<file path="config.mk">
export PLATFORM = sky130hd
export DESIGN_NAME = scope_trigger_ctrl
export DESIGN_NICKNAME = d
export VERILOG_FILES = /design/src/rtl/scope_trigger_ctrl_pkg.sv /design/src/rtl/trig_edge_detect.sv /design/src/rtl/scope_trigger_ctrl.sv
export SDC_FILE = /design/constraint.sdc
export NUM_CORES = 1
export LEC_CHECK = 0
export BUFFER_PORTS_ARGS = -buffer_cell sky130_fd_sc_hd__buf_2
export CAP_MARGIN = 20
export CORE_ASPECT_RATIO = 0.9
export CORE_MARGIN = 4
export CORE_UTILIZATION = 60
export CTS_CLUSTER_SIZE = 14
export DETAILED_ROUTE_END_ITERATION = 12
export PLACE_DENSITY_LB_ADDON = 0.3
export SLEW_MARGIN = 20
export SYNTH_ARGS = -nofsm -noshare
export SYNTH_HDL_FRONTEND = slang
export SYNTH_HIERARCHICAL = 1
export SYNTH_SLANG_ARGS = --single-unit
export TNS_END_PERCENT = 10
</file>
<file path="constraint.sdc">
create_clock -name clock -period 7.89 [get_ports clock]
set_input_delay 0.789 -clock clock [delete_from_list [all_inputs] [get_ports clock]]
set_output_delay 0.789 -clock clock [all_outputs]
set_load 0.02 [all_outputs]
</file>
<file path="src/rtl/scope_trigger_ctrl_pkg.sv">
// Shared encodings and default sizing for the oscilloscope trigger/capture controller.
package scope_trigger_ctrl_pkg;

    localparam int DATA_W_DEF       = 14;
    localparam int DEPTH_DEF        = 800;
    localparam int ADDR_W_DEF       = 10;
    localparam int AUTO_TIMEOUT_DEF = 2000;

    typedef enum logic [1:0] {
        ST_IDLE    = 2'd0,
        ST_ARMED   = 2'd1,
        ST_CAPTURE = 2'd2,
        ST_HOLD    = 2'd3
    } state_t;

    // Mode code 3 falls through every test below and so behaves as normal.
    localparam logic [1:0] MODE_AUTO   = 2'd0;
    localparam logic [1:0] MODE_NORMAL = 2'd1;
    localparam logic [1:0] MODE_SINGLE = 2'd2;

endpackage

</file>
<file path="src/rtl/trig_edge_detect.sv">
// Level-crossing detector: remembers the previous qualified sample and flags a
// rising or falling crossing of the threshold on the current one.
module trig_edge_detect
    import scope_trigger_ctrl_pkg::*;
#(
    parameter int DATA_W = DATA_W_DEF
) (
    input  logic              clock,
    input  logic              reset,
    input  logic              i_clear,
    input  logic              i_en,
    input  logic [DATA_W-1:0] i_data,
    input  logic [DATA_W-1:0] i_level,
    input  logic              i_slope,
    output logic              o_hit
);

    logic [DATA_W-1:0] r_prev;
    logic              r_prev_ok;
    logic              w_rise;
    logic              w_fall;

    // r_prev_ok drops outside ARMED so the first sample after entry only primes r_prev.
    always_ff @(posedge clock or posedge reset) begin
        if (reset) begin
            r_prev    <= '0;
            r_prev_ok <= 1'b0;
        end else if (i_clear) begin
            r_prev_ok <= 1'b0;
        end else if (i_en) begin
            r_prev    <= i_data;
            r_prev_ok <= 1'b1;
        end
    end

    assign w_rise = (r_prev < i_level) && (i_data >= i_level);
    assign w_fall = (r_prev > i_level) && (i_data <= i_level);
    assign o_hit  = i_en && r_prev_ok && (i_slope ? w_fall : w_rise);

endmodule

</file>
<file path="src/rtl/scope_trigger_ctrl.sv">
// Trigger/capture sequencer: waits for a threshold crossing (or an auto-mode
// timeout), streams one frame into the sample buffer, then holds it for display.
module scope_trigger_ctrl
    import scope_trigger_ctrl_pkg::*;
#(
    parameter int DATA_W       = DATA_W_DEF,
    parameter int DEPTH        = DEPTH_DEF,
    parameter int ADDR_W       = ADDR_W_DEF,
    parameter int AUTO_TIMEOUT = AUTO_TIMEOUT_DEF
) (
    input  logic              clock,
    input  logic              reset,
    input  logic [DATA_W-1:0] data,
    input  logic              data_valid,
    input  logic [DATA_W-1:0] trig_level,
    input  logic              trig_slope,
    input  logic [1:0]        mode,
    input  logic              arm,
    input  logic              frame_done,
    output logic              wr_en,
    output logic [ADDR_W-1:0] wr_addr,
    output logic [DATA_W-1:0] wr_data,
    output logic              buf_ready,
    output logic              triggered,
    output logic [1:0]        state
);

    localparam int                TO_W      = $clog2(AUTO_TIMEOUT + 1);
    localparam logic [TO_W-1:0]   TO_LAST   = TO_W'(AUTO_TIMEOUT - 1);
    localparam logic [ADDR_W-1:0] LAST_ADDR = ADDR_W'(DEPTH - 1);

    state_t            r_state;
    logic              r_wr_en;
    logic [ADDR_W-1:0] r_wr_addr;
    logic [DATA_W-1:0] r_wr_data;
    logic              r_buf_ready;
    logic              r_triggered;
    logic [ADDR_W-1:0] r_cnt;
    logic              r_last;
    logic [TO_W-1:0]   r_to;
    logic              w_sample;
    logic              w_hit;
    logic              w_timeout;

    assign w_sample  = data_valid && (r_state == ST_ARMED);
    assign w_timeout = w_sample && (mode == MODE_AUTO) && (r_to == TO_LAST);

    trig_edge_detect #(.DATA_W(DATA_W)) u_edge (
        .clock   (clock),
        .reset   (reset),
        .i_clear (r_state != ST_ARMED),
        .i_en    (w_sample),
        .i_data  (data),
        .i_level (trig_level),
        .i_slope (trig_slope),
        .o_hit   (w_hit)
    );

    always_ff @(posedge clock or posedge reset) begin
        if (reset) begin
            r_state     <= ST_IDLE;
            r_wr_en     <= 1'b0;
            r_wr_addr   <= '0;
            r_wr_data   <= '0;
            r_buf_ready <= 1'b0;
            r_triggered <= 1'b0;
            r_cnt       <= '0;
            r_last      <= 1'b0;
            r_to        <= '0;
        end else begin
            r_wr_en <= 1'b0;
            case (r_state)
                ST_IDLE: begin
                    if (mode != MODE_SINGLE || arm) begin
                        r_state <= ST_ARMED;
                        r_to    <= '0;
                    end
                end
                ST_ARMED: begin
                    if (w_sample) begin
                        if (w_hit || w_timeout) begin
                            r_state     <= ST_CAPTURE;
                            r_wr_en     <= 1'b1;
                            r_wr_addr   <= '0;
                            r_wr_data   <= data;
                            r_triggered <= w_hit;
                            r_cnt       <= ADDR_W'(1);
                            r_last      <= (DEPTH == 1);
                        end else if (mode == MODE_AUTO) begin
                            r_to <= r_to + TO_W'(1);
                        end
                    end
                end
                // The final write stays visible for one CAPTURE cycle before HOLD,
                // so wr_en never overlaps buf_ready.
                ST_CAPTURE: begin
                    if (r_last) begin
                        r_state     <= ST_HOLD;
                        r_buf_ready <= 1'b1;
                    end else if (data_valid) begin
                        r_wr_en   <= 1'b1;
                        r_wr_addr <= r_cnt;
                        r_wr_data <= data;
                        r_cnt     <= r_cnt + ADDR_W'(1);
                        r_last    <= (r_cnt == LAST_ADDR);
                    end
                end
                ST_HOLD: begin
                    if (frame_done) begin
                        r_buf_ready <= 1'b0;
                        r_to        <= '0;
                        r_state     <= (mode == MODE_SINGLE) ? ST_IDLE : ST_ARMED;
                    end
                end
                default: r_state <= ST_IDLE;
            endcase
        end
    end

    assign wr_en     = r_wr_en;
    assign wr_addr   = r_wr_addr;
    assign wr_data   = r_wr_data;
    assign buf_ready = r_buf_ready;
    assign triggered = r_triggered;
    assign state     = r_state;

endmodule

</file>
### Word-level counts from Yosys, hierarchy flattened

Cells that the tools add are included.

| word-level totals | value |
|---|---|
| flip-flop bits (word level) | 66 |
| bits of input ports | 36 |
| word-level logic and storage cells | 101 |

| cells by class | value |
|---|---|
| bitwise logic cells | 1 |
| muxes and demuxes | 44 |
| add/subtract/negate cells | 2 |
| equality and inequality tests | 17 |
| $lt $le $gt $ge | 4 |
| reduce and logical (&&, ||, !) cells | 22 |

Operators by type and width:

| operator | count |
|---|---|
| two-way mux 10 bit | 8 |
| two-way mux 14 bit | 4 |
| two-way mux 11 bit | 5 |
| one-hot mux 10 bit (2 select lines) | 2 |
| one-hot mux 11 bit (3 select lines) | 1 |
| one-hot mux 14 bit (2 select lines) | 1 |
| greater-or-equal comparator 14 bit | 1 |
| greater-than comparator 14 bit | 1 |
| less-or-equal comparator 14 bit | 1 |
| less-than comparator 14 bit | 1 |
| two-way mux 1 bit | 14 |
| != test 2 bit, second input constant | 7 |
| adder 11 x 1 -> 11 bit, second input constant | 1 |
| == test 11 bit, second input constant | 1 |
| adder 10 x 1 -> 10 bit, second input constant | 1 |
| == test 10 bit, second input constant | 1 |
| two-way mux 2 bit | 5 |
| AND reduction 5 bit | 2 |
| AND reduction 3 bit | 3 |
| != test 2 x 1 -> 1 bit, second input constant | 4 |
| one-hot mux 2 bit (4 select lines) | 1 |
| logical AND 1 bit | 7 |
| == test 2 bit, second input constant | 3 |
| one-hot mux 1 bit (2 select lines) | 3 |
| other kinds (8) | 12 |

### Depth between registers and ports, before layout

Gate-level depths: netlist (run 1).

| logic depth | value |
|---|---|
| depth in word-level cells | 8 |
| mapped depth | 13 |
| depth with buffers taken out | 11 |

### Cells and area by module

The synthesis (run 1) kept the hierarchy.

By module, submodules not included:

| module | instances | seq. area each (sq um) | area an instance (sq um) | cells each |
|---|---|---|---|---|
| scope_trigger_ctrl | 1 | 1276.2 | 2701.3 | 260 |
| trig_edge_detect | 1 | 375.4 | 1265.0 | 133 |

### Worst setup path before layout (run 1)

Ideal clock, no wire load.

| timing path | value |
|---|---|
| kind | in2reg |
| start point | input port trig_level[4] |
| end point | register r_wr_data[0], in the netlist wr_data[0] |
| data arrival time | 3137 ps |
| data required time | 7765 ps |
| slack | 4628 ps |
| cell stages on the path | 12 |
| path through | inv_1 > ha_1 > a21oi_2 > a21boi_1 > o31a_1 > o21ai_0 > o2bb2ai_1 > nand2b_1 > and2_1 > o21ai_2 > buf_4 > mux2_2 |

| between the ends | value |
|---|---|
| cells in the longest elaborated chain, start to end | 7 |
| elaborated cells between the ends (all ways) | 11 |
| those cells by class | order compare: 4; eq/ne: 1; mux: 1; reduce/logical: 5 |

Ends and longest elaborated chain:

| what | RTL line | text |
|---|---|---|
| start: declaration | scope_trigger_ctrl.sv:15 | `input logic [DATA_W-1:0] trig_level,` |
| less-than comparator 14 bit (tied with other cells) | trig_edge_detect.sv:36 | `assign w_rise = (r_prev < i_level) && (i_data >= i_level);` |
| logical AND 1 bit (on tied branches) | trig_edge_detect.sv:36, trig_edge_detect.sv:37 |  |
| two-way mux 1 bit (*) | trig_edge_detect.sv:38 | `assign o_hit = i_en && r_prev_ok && (i_slope ? w_fall : w_rise);` |
| logical AND 1 bit (*) | trig_edge_detect.sv:38 |  |
| named net w_hit | scope_trigger_ctrl.sv:42 | `logic w_hit;` |
| logical OR 1 bit (*) | scope_trigger_ctrl.sv:81 | `if (w_hit \|\| w_timeout) begin` |
| != test 2 x 1 -> 1 bit (no line) (*) | - |  |
| AND reduction 5 bit (no line) (*) | - |  |
| end signal: assignment | scope_trigger_ctrl.sv:85 | `r_wr_data <= data;` |
| end signal: assignment | scope_trigger_ctrl.sv:103 | `r_wr_data <= data;` |
| end: declaration | scope_trigger_ctrl.sv:35 | `logic [DATA_W-1:0] r_wr_data;` |

Mark *: on every way through the listed nets, which the timed path passes. The rest lies on a longest branch.
A chain may end at the register's enable or synchronous reset.

### Final worst setup path (run 1)

| timing path | value |
|---|---|
| start point | register r_state[1], in the netlist state[1] |
| end point | register r_cnt[1] |

| between the ends | value |
|---|---|
| cells in the longest elaborated chain, start to end | 7 |
| elaborated cells between the ends (all ways) | 15 |
| those cells by class | eq/ne: 6; mux: 1; reduce/logical: 8 |

Ends and longest elaborated chain:

| what | RTL line | text |
|---|---|---|
| start: declaration | scope_trigger_ctrl.sv:32 | `state_t r_state;` |
| start signal: assignment | scope_trigger_ctrl.sv:112 | `r_state <= (mode == MODE_SINGLE) ? ST_IDLE : ST_ARMED;` |
| == test 2 x 1 -> 1 bit | scope_trigger_ctrl.sv:45 | `assign w_sample = data_valid && (r_state == ST_ARMED);` |
| logical AND 1 bit | scope_trigger_ctrl.sv:45 |  |
| named net w_sample | scope_trigger_ctrl.sv:41 | `logic w_sample;` |
| logical AND 1 bit (2 in series) | trig_edge_detect.sv:38 |  |
| named net w_hit | scope_trigger_ctrl.sv:42 |  |
| logical OR 1 bit | scope_trigger_ctrl.sv:81 |  |
| != test 2 x 1 -> 1 bit (no line) | - |  |
| AND reduction 5 bit (no line) | - |  |
| end signal: assignment | scope_trigger_ctrl.sv:104 | `r_cnt <= r_cnt + ADDR_W'(1);` |
| end: declaration | scope_trigger_ctrl.sv:38 | `logic [ADDR_W-1:0] r_cnt;` |

The timed path passes the listed nets, and every way through them passes these cells.

==> impl_metrics.ini, run 1 <==
[clock_tree]
tritoncts = built
cts_repair_resize_count = 0
htree_levels = 3
cts.path.max_buffers = 2
holdBufCountCts = 0
cts-root-buf = sky130_fd_sc_hd__clkbuf_8
postCtsSetupBuffers = 0
cts-buffers-inserted = 9
cts.sinks = 66
path_clk_slew_ns = 0.07
clk-insertion-delay-late_ns = 0.35

[cells_and_area]
area_growth_syn_to_layout_pct = 14.61
drive_above_1_share_pct = 24.89
final-seq-area_um2 = 1652
num-nets-final = 524
n_antenna_cell = 0
multiInputGateArea_um2 = 2116
final_util_pct = 72.34
number_of_filler_instances_in_the_final_layout = 465

[global_route]
grt_first_pass_wirelength_um = 15530
grt_max_degree = 52
grt.total_usage_pct = 24.18
first_global_vias = 3335
globalRouteOverflowTotal = 0
number_of_antenna_violations_at_the_first_check_in_global_routing = 0

[timing]
rsz0062_at_grt = no
clock.fmax_ghz = 0.2739
final-max-slew-violation-count = 0
finalCriticalPeriod_ns = 3.651
fin_ws_ns = 4.239
fin_crit_sh_pct = 46.27
final-setup-viol-count = 0
max-slew-margin-rel_pct = 42.39
setup_tns_ns = 0
final-hold-violation-count = 0
worst_clock_skew_ns = 0.007308
worst-slew-pin-transition_ns = 0.8642

[route]
first_iter_violations = 211
avgRoutedWirePerCell_um = 16.50
detailedRoute.firstPassIterationCount = 5
drc = 0
routed_wl_um = 8994
route.detailed.vias_per_inst = 6.072
vias = 3309
route.antenna.remaining_nets = 0

[setup_path]
cp_data_arrival_time_ns = 3.93
cp-end-kind = flop
worst_setup_path_start_kind = flop
worst_ep_required_time_ns = 8.17
crit_fanout = 19
timing.setup.critical_path_class = flop to flop

[synth]
synth_top_family_by_area = simple AND/OR/NAND/NOR gates
postSynth.asyncResetShare_pct = 100.0
synth_simple_gate_area_share_pct = 17.63
seq_area_frac_synth_pct = 41.64
synth_fa_ha_area_share_pct = 11.04
synth_area_per_cell_um2 = 10.09
synth.lib_cells_used.distinct = 62
synth_top_flop_cell = sky130_fd_sc_hd__dfrtp_1
number_of_instances_in_the_synthesized_netlist = 393
yosys.area_share.xor_xnor_pct = 0
synth.yosys.warnings = 6
muxShareOfSynthArea_pct = 8.170
synthesized_netlist_net_count = 464
synth_area_um2 = 3966
synth-edff-count = 0
total_of_flip_flops_plus_latches_after_synthesis = 66
compound_gate_portion_of_the_synthesized_area_pct = 16.50

[flow_run]
cap_violations = 0

[pwr]
power_leakage_nw = 2.177
internal-power_w = 0.0009271
p_per_area_nw_per_um2 = 340.4
sw_ratio_pct = 40.07
seq_power_share_pct = 36.0
post-layout-total-power_w = 0.001547
part_of_the_total_power_dissipated_in_combinational_logic_pct = 43.7
power_switching_w = 0.0006200
share_clk_of_total_power_pct = 20.2
ir_worst_vdd_mv = 0.1641

[placed_design]
count_of_port_buffers_added_during_placement = 64
dp_hpwl_um = 6667
gp_routability_congestion = 0.8754
place_ws_ns = 4.060

[floorplanning]
fp.dieArea_um2 = 7978
placement_rows = 27
die_w_um = 93.71
die_height_um = 85.14
num_io_pins = 65
core-area_um2 = 6284
initial_core_util_pct = 63.12

[outcome]
result_of_the_run = finished clean

[worst_hold_path]
holdCritPathClass = flop to flop
==> routing by layer <==
| metal | wire [um] | track usage, % | part of all wire (%) | vias up |
|---|---|---|---|---|
| li1 | - | - | - | 1594 |
| met1 | 4093 | 31.75 | 46 | 1614 |
| met2 | 4402 | 39.52 | 49 | 86 |
| met3 | 373 | 5.585 | 4.1 | 15 |
| met4 | 125 | 8.136 | 1.4 | 0 |
| met5 | 0 | 0 | 0 | - |
==> critical path, stage by stage, from the launching register on <==
cell and delay [ns]:
sky130_fd_sc_hd__dfrtp_1 0.43, sky130_fd_sc_hd__inv_1 0.14, sky130_fd_sc_hd__ha_1 0.60, sky130_fd_sc_hd__and2_1 0.35, sky130_fd_sc_hd__nand3_1 0.10, sky130_fd_sc_hd__a21oi_1 0.11, sky130_fd_sc_hd__o21ai_0 0.09, sky130_fd_sc_hd__o2bb2ai_1 0.36
sky130_fd_sc_hd__nand2b_1 0.22, sky130_fd_sc_hd__nand2_1 0.22, sky130_fd_sc_hd__a21oi_1 0.67, sky130_fd_sc_hd__a22o_1 0.26
==> cells by family (layout without fill, tap and decap cells) <==
family          Yosys count  count (layout)
simple gates            124             124
flops                    66              66
fa+ha+maj                35              35
mux                      29              29
buf+inv                  48             113
compound gates           91              91
==> final cells by class <==
cell class / count / share of cell area (%)
inverter: 31 / 2.587
clock inverter: 6 / 1.954
tap: 87 / 2.395
sequential: 66 / 36.33
multi-input combinational: 279 / 46.55
timing repair buffer: 66 / 7.377
clock buffer: 10 / 2.808
==> power by group through the flow <==
| stage | combinational, W | clock, W | sequential, W |
|---|---|---|---|
| 2_1_floorplan | 0.000429 | 0 | 0.000620 |
| 3_3_place_gp | 0.000653 | 0 | 0.000554 |
| 3_5_place_dp | 0.000678 | 0 | 0.000562 |
| 4_1_cts | 0.000680 | 0.000320 | 0.000557 |
| 5_1_grt | 0.000747 | 0.000334 | 0.000578 |
| 6_report | 0.000677 | 0.000313 | 0.000558 |
==> flip-flops by register name, indices dropped and copies added, names as in the netlist <==
register and flops:
buf_ready 1, r_cnt 10, r_last 1, r_to 11, state 2, triggered 1
u_edge/r_prev 14, u_edge/r_prev_ok 1, wr_addr 10, wr_data 14, wr_en 1
==> synth_stat cells (all sizes together), types with 2 or more instances <==
cell,count,share of area [%]
a211o,3,0.66
a21boi,3,0.57
a21oi,23,3.0
a22o,12,2.6
a2bb2oi,3,0.66
and2,5,0.79
and3,2,0.32
and4,4,0.88
and4b,2,0.50
buf,6,1.0
clkbuf,11,1.0
dfrtp,66,42
ha,35,11
inv,31,2.9
mux2,27,7.7
mux2i,2,0.50
nand2,35,3.3
nand2b,5,0.79
nand3,17,2.1
nand3b,3,0.57
nand4,10,1.6
nand4b,2,0.44
nor2,8,0.76
nor2b,4,0.63
nor3,6,0.76
nor4,5,0.95
o211ai,10,1.9
o21ai,13,1.7
o221ai,3,0.66
o31a,2,0.44
o31ai,2,0.38
o32a,2,0.50
o41ai,2,0.44
or3,3,0.47
or4,7,1.3
==> final timing paths <==
check / slack, ns / cells past startpoint / startpoint / endpoint
worst min register to register: 0.50 / 1 / wr_addr[8]$_DFFE_PP0P_ / wr_addr[8]$_DFFE_PP0P_
worst min-delay path: 0.50 / 1 / wr_addr[8]$_DFFE_PP0P_ / wr_addr[8]$_DFFE_PP0P_
max in group asynchronous: 6.77 / 2 / reset / r_cnt[6]$_DFFE_PP0P_
min in group asynchronous: 0.52 / 2 / reset / u_edge/r_prev[7]$_DFFE_PP0P_
worst max-delay path: 4.24 / 11 / state[1]$_DFFE_PP0P_ / r_cnt[1]$_DFFE_PP0P_
worst max register to register: 4.24 / 11 / state[1]$_DFFE_PP0P_ / r_cnt[1]$_DFFE_PP0P_
==> stage by stage <==
| stage | area [um^2] | instances | hold slack (ns) |
|---|---|---|---|
| 2_1_floorplan | 3966 | 393 | 0.4768 |
| 3_3_place_gp | 4328 | 529 | 0.4678 |
| 3_5_place_dp | 4328 | 529 | 0.4839 |
| 4_1_cts | 4544 | 545 | 0.5029 |
| 5_1_grt | 4546 | 545 | 0.5145 |
| 6_report | 4546 | 545 | 0.4959 |
==> cells in the final DEF (no fill, tap or decap), types with 4 or more instances in the layout <==
master	instances
sky130_fd_sc_hd__a21oi_1	22
sky130_fd_sc_hd__a22o_1	12
sky130_fd_sc_hd__and2_1	4
sky130_fd_sc_hd__and4_1	4
sky130_fd_sc_hd__buf_2	64
sky130_fd_sc_hd__clkbuf_8	9
sky130_fd_sc_hd__dfrtp_1	66
sky130_fd_sc_hd__ha_1	35
sky130_fd_sc_hd__inv_1	30
sky130_fd_sc_hd__mux2_2	26
sky130_fd_sc_hd__nand2_1	35
sky130_fd_sc_hd__nand2b_1	5
sky130_fd_sc_hd__nand3_1	17
sky130_fd_sc_hd__nand4_1	10
sky130_fd_sc_hd__nor2_1	8
sky130_fd_sc_hd__nor2b_1	4
sky130_fd_sc_hd__nor3_1	6
sky130_fd_sc_hd__nor4_1	4
sky130_fd_sc_hd__o211ai_1	10
sky130_fd_sc_hd__o21ai_0	12
sky130_fd_sc_hd__or4_1	7
No activity file was read; power rests on OpenSTA's default activity.
==> run 2: changes to the inputs <==
Settings changed: CORE_UTILIZATION 60 to 51.
Clock period 7.89 ns to 3.11 ns, I/O delays scaled along.
==> run 2 against run 1 <==
Net effect: routed wire length increased by 2.9%; register-to-register slack lost 4.1 ns; via count fell by 0.36%; final area up 1.5%; worst setup slack got worse by 4.1 ns; power increased to 2.5 times the previous value; sequential share of layout area fell by 0.52 points; clock power grew 130%; clock-buffer cell count up 2; core utilization shrank 11 points; sequential cell count stayed put; sequential power grew to 2.5 times the previous value; highest routed layer unchanged.
==> impl_metrics.ini, run 2 (synthesis results as in run 1) <==
[timing]
worst-slew-pin-transition_ns = 0.8952
final-max-slew-violation-count = 0
final-setup-viol-count = 0
setup_tns_ns = 0
rsz0062_at_grt = no
fin_crit_sh_pct = 94.81
finalCriticalPeriod_ns = 2.948
max-slew-margin-rel_pct = 40.25
final-hold-violation-count = 0
worst_clock_skew_ns = 0.005612
clock.fmax_ghz = 0.3392

[setup_path]
worst_ep_required_time_ns = 3.38
crit_fanout = 6
register_to_register_setup_slack_ns = 0.16
worst_setup_path_start_kind = flop
regToRegEndpoint = r_to[10]$_DFFE_PP0P_
cp-end-kind = flop
crit_start = u_edge/r_prev[4]$_DFFE_PP0P_
reg2reg_depth = 10
worst_r2r_startpoint = u_edge/r_prev[4]$_DFFE_PP0P_
cp_data_arrival_time_ns = 3.22
timing.setup.critical_path_class = flop to flop

[floorplanning]
fp.dieArea_um2 = 9254
placement_rows = 30
die_height_um = 91.66
die_w_um = 101.0
num_io_pins = 65
initial_core_util_pct = 52.57
core-area_um2 = 7545

[clock_tree]
cts-buffers-inserted = 9
clk-insertion-delay-late_ns = 0.35
htree_levels = 3
cts.path.max_buffers = 2
cts_repair_resize_count = 0
path_clk_slew_ns = 0.07
cts.sinks = 66
tritoncts = built
postCtsSetupBuffers = 0
holdBufCountCts = 0
cts-root-buf = sky130_fd_sc_hd__clkbuf_8

[flow_run]
cap_violations = 0

[placed_design]
placed_inst_area_um2 = 4404
count_of_port_buffers_added_during_placement = 64
dp_hpwl_um = 6599
gp_routability_congestion = 0.8819

[cells_and_area]
number_of_filler_instances_in_the_final_layout = 649
final_util_pct = 61.13
area_growth_syn_to_layout_pct = 16.28
num-nets-final = 531
most_used_cells_in_the_layout_excluding_fill_and_tap_cells = sky130_fd_sc_hd__dfrtp_1, sky130_fd_sc_hd__buf_2, sky130_fd_sc_hd__nand2_1, sky130_fd_sc_hd__ha_1, sky130_fd_sc_hd__inv_1
n_antenna_cell = 0
layout_commonest_cell = sky130_fd_sc_hd__dfrtp_1
drive_above_1_share_pct = 26.51
finalInstanceArea_um2 = 4612
multiInputGateArea_um2 = 2137
final-seq-area_um2 = 1652

[global_route]
grt_max_degree = 52
grt_first_pass_wirelength_um = 15750
first_global_vias = 3314
grt.total_usage_pct = 20.97
number_of_antenna_violations_at_the_first_check_in_global_routing = 0
globalRouteOverflowTotal = 0

[route]
routed_wl_um = 9259
first_iter_violations = 220
route.detailed.vias_per_inst = 5.888
drc = 0
detailedRoute.firstPassIterationCount = 5
route.antenna.remaining_nets = 0
vias = 3297
avgRoutedWirePerCell_um = 16.53

[worst_hold_path]
holdCritPathClass = primary input to async pin

[pwr]
power_leakage_nw = 2.214
ir_worst_vdd_mv = 0.3685
p_per_area_nw_per_um2 = 844.2

[outcome]
result_of_the_run = finished clean
[run 2: cell count changes in the layout (fill, tap and decap cells not counted), sizes merged]
cell	previous run	this run
bufinv	2	1
clkbuf	10	12
inv	31	30
clkinvlp	2	0
buf	66	73
clkinv	2	3
[run 2: how the worst max path moves through the flow]
stage / slack, ns / endpoint / cells past startpoint
floorplan: 0.30 / wr_data[0]$_DFFE_PP0P_ / 13
global placement: 0.005 / r_to[10]$_DFFE_PP0P_ / 12
detailed placement: -0.04 / r_to[10]$_DFFE_PP0P_ / 11
CTS: 0.05 / r_to[10]$_DFFE_PP0P_ / 10
global route: 0.02 / r_to[10]$_DFFE_PP0P_ / 10
finish: 0.16 / r_to[10]$_DFFE_PP0P_ / 10
[run 2: layout make-up]
cell class              count  share of cell area, %
flip-flops and latches     66                  35.81
repair buffers             73                  8.682
clock buffers              12                  3.147
clock inverters             3                 0.8682
multi-input cells         279                  46.34
well taps                  96                  2.604
inverters                  31                  2.550
[run 2: where the power goes]
part / internal (W) / total [W] / leakage (nW) / switching [W]
clock: 0.000386 / 0.000707 / 0.0962 / 0.000322
combinational: 0.000758 / 0.00177 / 1.29 / 0.00101
sequential: 0.00118 / 0.00142 / 0.833 / 0.000237
total: 0.00232 / 0.00389 / 2.21 / 0.00157
[run 2: worst max-delay path: stages (launching register included)]
cell and delay, ns:
sky130_fd_sc_hd__dfrtp_1 0.39, sky130_fd_sc_hd__ha_1 0.32, sky130_fd_sc_hd__a21oi_2 0.15, sky130_fd_sc_hd__a21boi_1 0.08, sky130_fd_sc_hd__o31a_1 0.31, sky130_fd_sc_hd__o21ai_0 0.23
sky130_fd_sc_hd__o2bb2ai_2 0.13, sky130_fd_sc_hd__or3_1 0.38, sky130_fd_sc_hd__nor4_2 0.30, sky130_fd_sc_hd__or4b_1 0.46, sky130_fd_sc_hd__o211ai_1 0.11
[run 2: through the flow]
step	hold WS (ns)	total power [W]	std cells	setup slack [ns]
after CTS	0.06320	0.003896	560	0.04912
after global placement	0.4420	0.003125	545	0.004733
final	0.03654	0.003894	560	0.1615
after global routing	0.1079	0.004174	560	0.01983
after detailed placement	0.4340	0.003182	545	-0.04483
after floorplan	0.2125	0.002660	393	0.2975
[run 2: metal layers]
layer	GRT usage (%)	vias to the layer above	share of wire (%)
met1	29.56	1608	47
met5	0	-	0
met2	31.63	79	46
li1	-	1598	-
met3	5.856	12	5.9
met4	5.869	0	1.6
==> run 3: changes to the inputs <==
Settings changed: CORE_UTILIZATION 51 to 60, CTS_BUF_LIST from default to sky130_fd_sc_hd__clkbuf_8.
Clock period 3.11 ns to 3.4 ns, I/O delays scaled along.
==> run 3 against run 2 <==
Net effect: power fell by 7.0%; worst setup slack improved by 0.097 ns; routed wire length fell by 2.9%; clock power rose by 3.5%; critical endpoint unchanged; highest routed layer unchanged.
==> impl_metrics.ini, run 3 (synthesis results as in run 1) <==
[floorplanning]
die_w_um = 93.71
placement_rows = 27
die_height_um = 85.14
core-area_um2 = 6284
initial_core_util_pct = 63.12
num_io_pins = 65
fp.dieArea_um2 = 7978

[route]
route.antenna.remaining_nets = 0
routed_wl_um = 8992
drc = 0
detailedRoute.firstPassIterationCount = 5
vias = 3334
first_iter_violations = 210
route.detailed.vias_per_inst = 6.073
avgRoutedWirePerCell_um = 16.38

[clock_tree]
cts_repair_resize_count = 0
postCtsSetupBuffers = 0
cts-buffers-inserted = 9
cts.path.max_buffers = 2
cts.sinks = 66
holdBufCountCts = 0
clk-insertion-delay-late_ns = 0.35
tritoncts = built
htree_levels = 3
path_clk_slew_ns = 0.08
cts-root-buf = sky130_fd_sc_hd__clkbuf_8

[setup_path]
timing.setup.critical_path_class = flop to flop
worst_r2r_startpoint = u_edge/r_prev[11]$_DFFE_PP0P_
cp-end-kind = flop
crit_fanout = 6
worst_setup_path_start_kind = flop
cp_data_arrival_time_ns = 3.40
worst_ep_required_time_ns = 3.66
reg2reg_depth = 10
register_to_register_setup_slack_ns = 0.26
regToRegEndpoint = r_to[10]$_DFFE_PP0P_

[timing]
rsz0062_at_grt = no
final-hold-violation-count = 0
final-max-slew-violation-count = 0
worst-slew-pin-transition_ns = 0.9033
final-setup-viol-count = 0
fin_crit_sh_pct = 92.39
worst_clock_skew_ns = 0.01376
setup_tns_ns = 0
clock.fmax_ghz = 0.3183
max-slew-margin-rel_pct = 39.71
finalCriticalPeriod_ns = 3.141
fin_ws_ns = 0.2587

[pwr]
p_per_area_nw_per_um2 = 791.6
ir_worst_vdd_mv = 0.4069
power_leakage_nw = 2.202

[cells_and_area]
layout_commonest_cell = sky130_fd_sc_hd__dfrtp_1
final_util_pct = 72.82
num-nets-final = 528
finalInstanceArea_um2 = 4576
drive_above_1_share_pct = 25.54
most_used_cells_in_the_layout_excluding_fill_and_tap_cells = sky130_fd_sc_hd__dfrtp_1, sky130_fd_sc_hd__buf_2, sky130_fd_sc_hd__nand2_1, sky130_fd_sc_hd__ha_1, sky130_fd_sc_hd__inv_1
stdcell_count = 549
area_growth_syn_to_layout_pct = 15.36
n_antenna_cell = 0

[global_route]
number_of_antenna_violations_at_the_first_check_in_global_routing = 0
grt.total_usage_pct = 23.91
grt_first_pass_wirelength_um = 15280
globalRouteOverflowTotal = 0
first_global_vias = 3219
grt_max_degree = 52

[flow_run]
cap_violations = 0

[placed_design]
place_ws_ns = 0.2156
placed_inst_area_um2 = 4358
gp_routability_congestion = 0.8734
dp.cells = 533
count_of_port_buffers_added_during_placement = 64
dp_hpwl_um = 6635

[worst_hold_path]
holdCritPathClass = primary input to async pin

[outcome]
result_of_the_run = finished clean
==> run 3: changes by cell type in the layout (fill, tap and decap cells not counted), sizes merged <==
cell	change
buf	-3
clkbuf	-3
clkinvlp	+2
inv	+2
bufinv	+1
clkinv	-1
==> run 3: worst max path at each step <==
stage / from / to / depth (start not counted)
6_report: u_edge/r_prev[11]$_DFFE_PP0P_ / r_to[10]$_DFFE_PP0P_ / 10
5_1_grt: u_edge/r_prev[13]$_DFFE_PP0P_ / r_to[10]$_DFFE_PP0P_ / 10
4_1_cts: u_edge/r_prev[11]$_DFFE_PP0P_ / r_to[10]$_DFFE_PP0P_ / 10
3_5_place_dp: trig_level[13] / r_to[10]$_DFFE_PP0P_ / 12
3_3_place_gp: trig_level[13] / r_to[10]$_DFFE_PP0P_ / 12
2_1_floorplan: trig_level[4] / wr_data[0]$_DFFE_PP0P_ / 12
==> run 3: where the power goes <==
part           total (W)  switching (W)  internal [W]
combinational    0.00159       0.000917      0.000672
clock           0.000732       0.000321      0.000411
sequential       0.00130       0.000222       0.00108
total            0.00362        0.00146       0.00216
==> run 3: through the flow <==
step	hold slack (ns)	power [W]
final	0.08065	0.003622
after global routing	0.1061	0.003878
after CTS	0.09456	0.003631
after detailed placement	0.4752	0.002897
after global placement	0.4634	0.002821
after floorplan	0.2415	0.002433
==> run 3: layout make-up <==
cell class	instances	area, um^2
Multi-Input combinational cell	279	2116
Sequential cell	66	1652
Timing Repair Buffer	70	365.4
Clock inverter	7	92.59
Clock buffer	9	123.9
Tap cell	87	108.9
Inverter	31	117.6
Fill cell	478	1708
==> run 3: per-layer routing <==
layer  share of wire [%]  routed length (um)  vias up  GRT usage (%)
met2                  48                4358      103          39.78
met4                0.82                  74        0          5.118
met3                 5.7                 513        9          6.028
met1                  45                4046     1621          31.68
met5                   0                   0        -              0
li1                    -                   -     1601              -
==> run 3: critical path, stage by stage (launching register included) <==
cell                        delay, ns
sky130_fd_sc_hd__dfrtp_1         0.40
sky130_fd_sc_hd__ha_1            0.31
sky130_fd_sc_hd__nand4_1         0.13
sky130_fd_sc_hd__nor3_1          0.35
sky130_fd_sc_hd__o31a_1          0.24
sky130_fd_sc_hd__nor4_2          0.06
sky130_fd_sc_hd__o2bb2ai_1       0.20
sky130_fd_sc_hd__or3_1           0.42
sky130_fd_sc_hd__nor4_1          0.37
sky130_fd_sc_hd__or4b_1          0.46
sky130_fd_sc_hd__o211ai_1        0.10
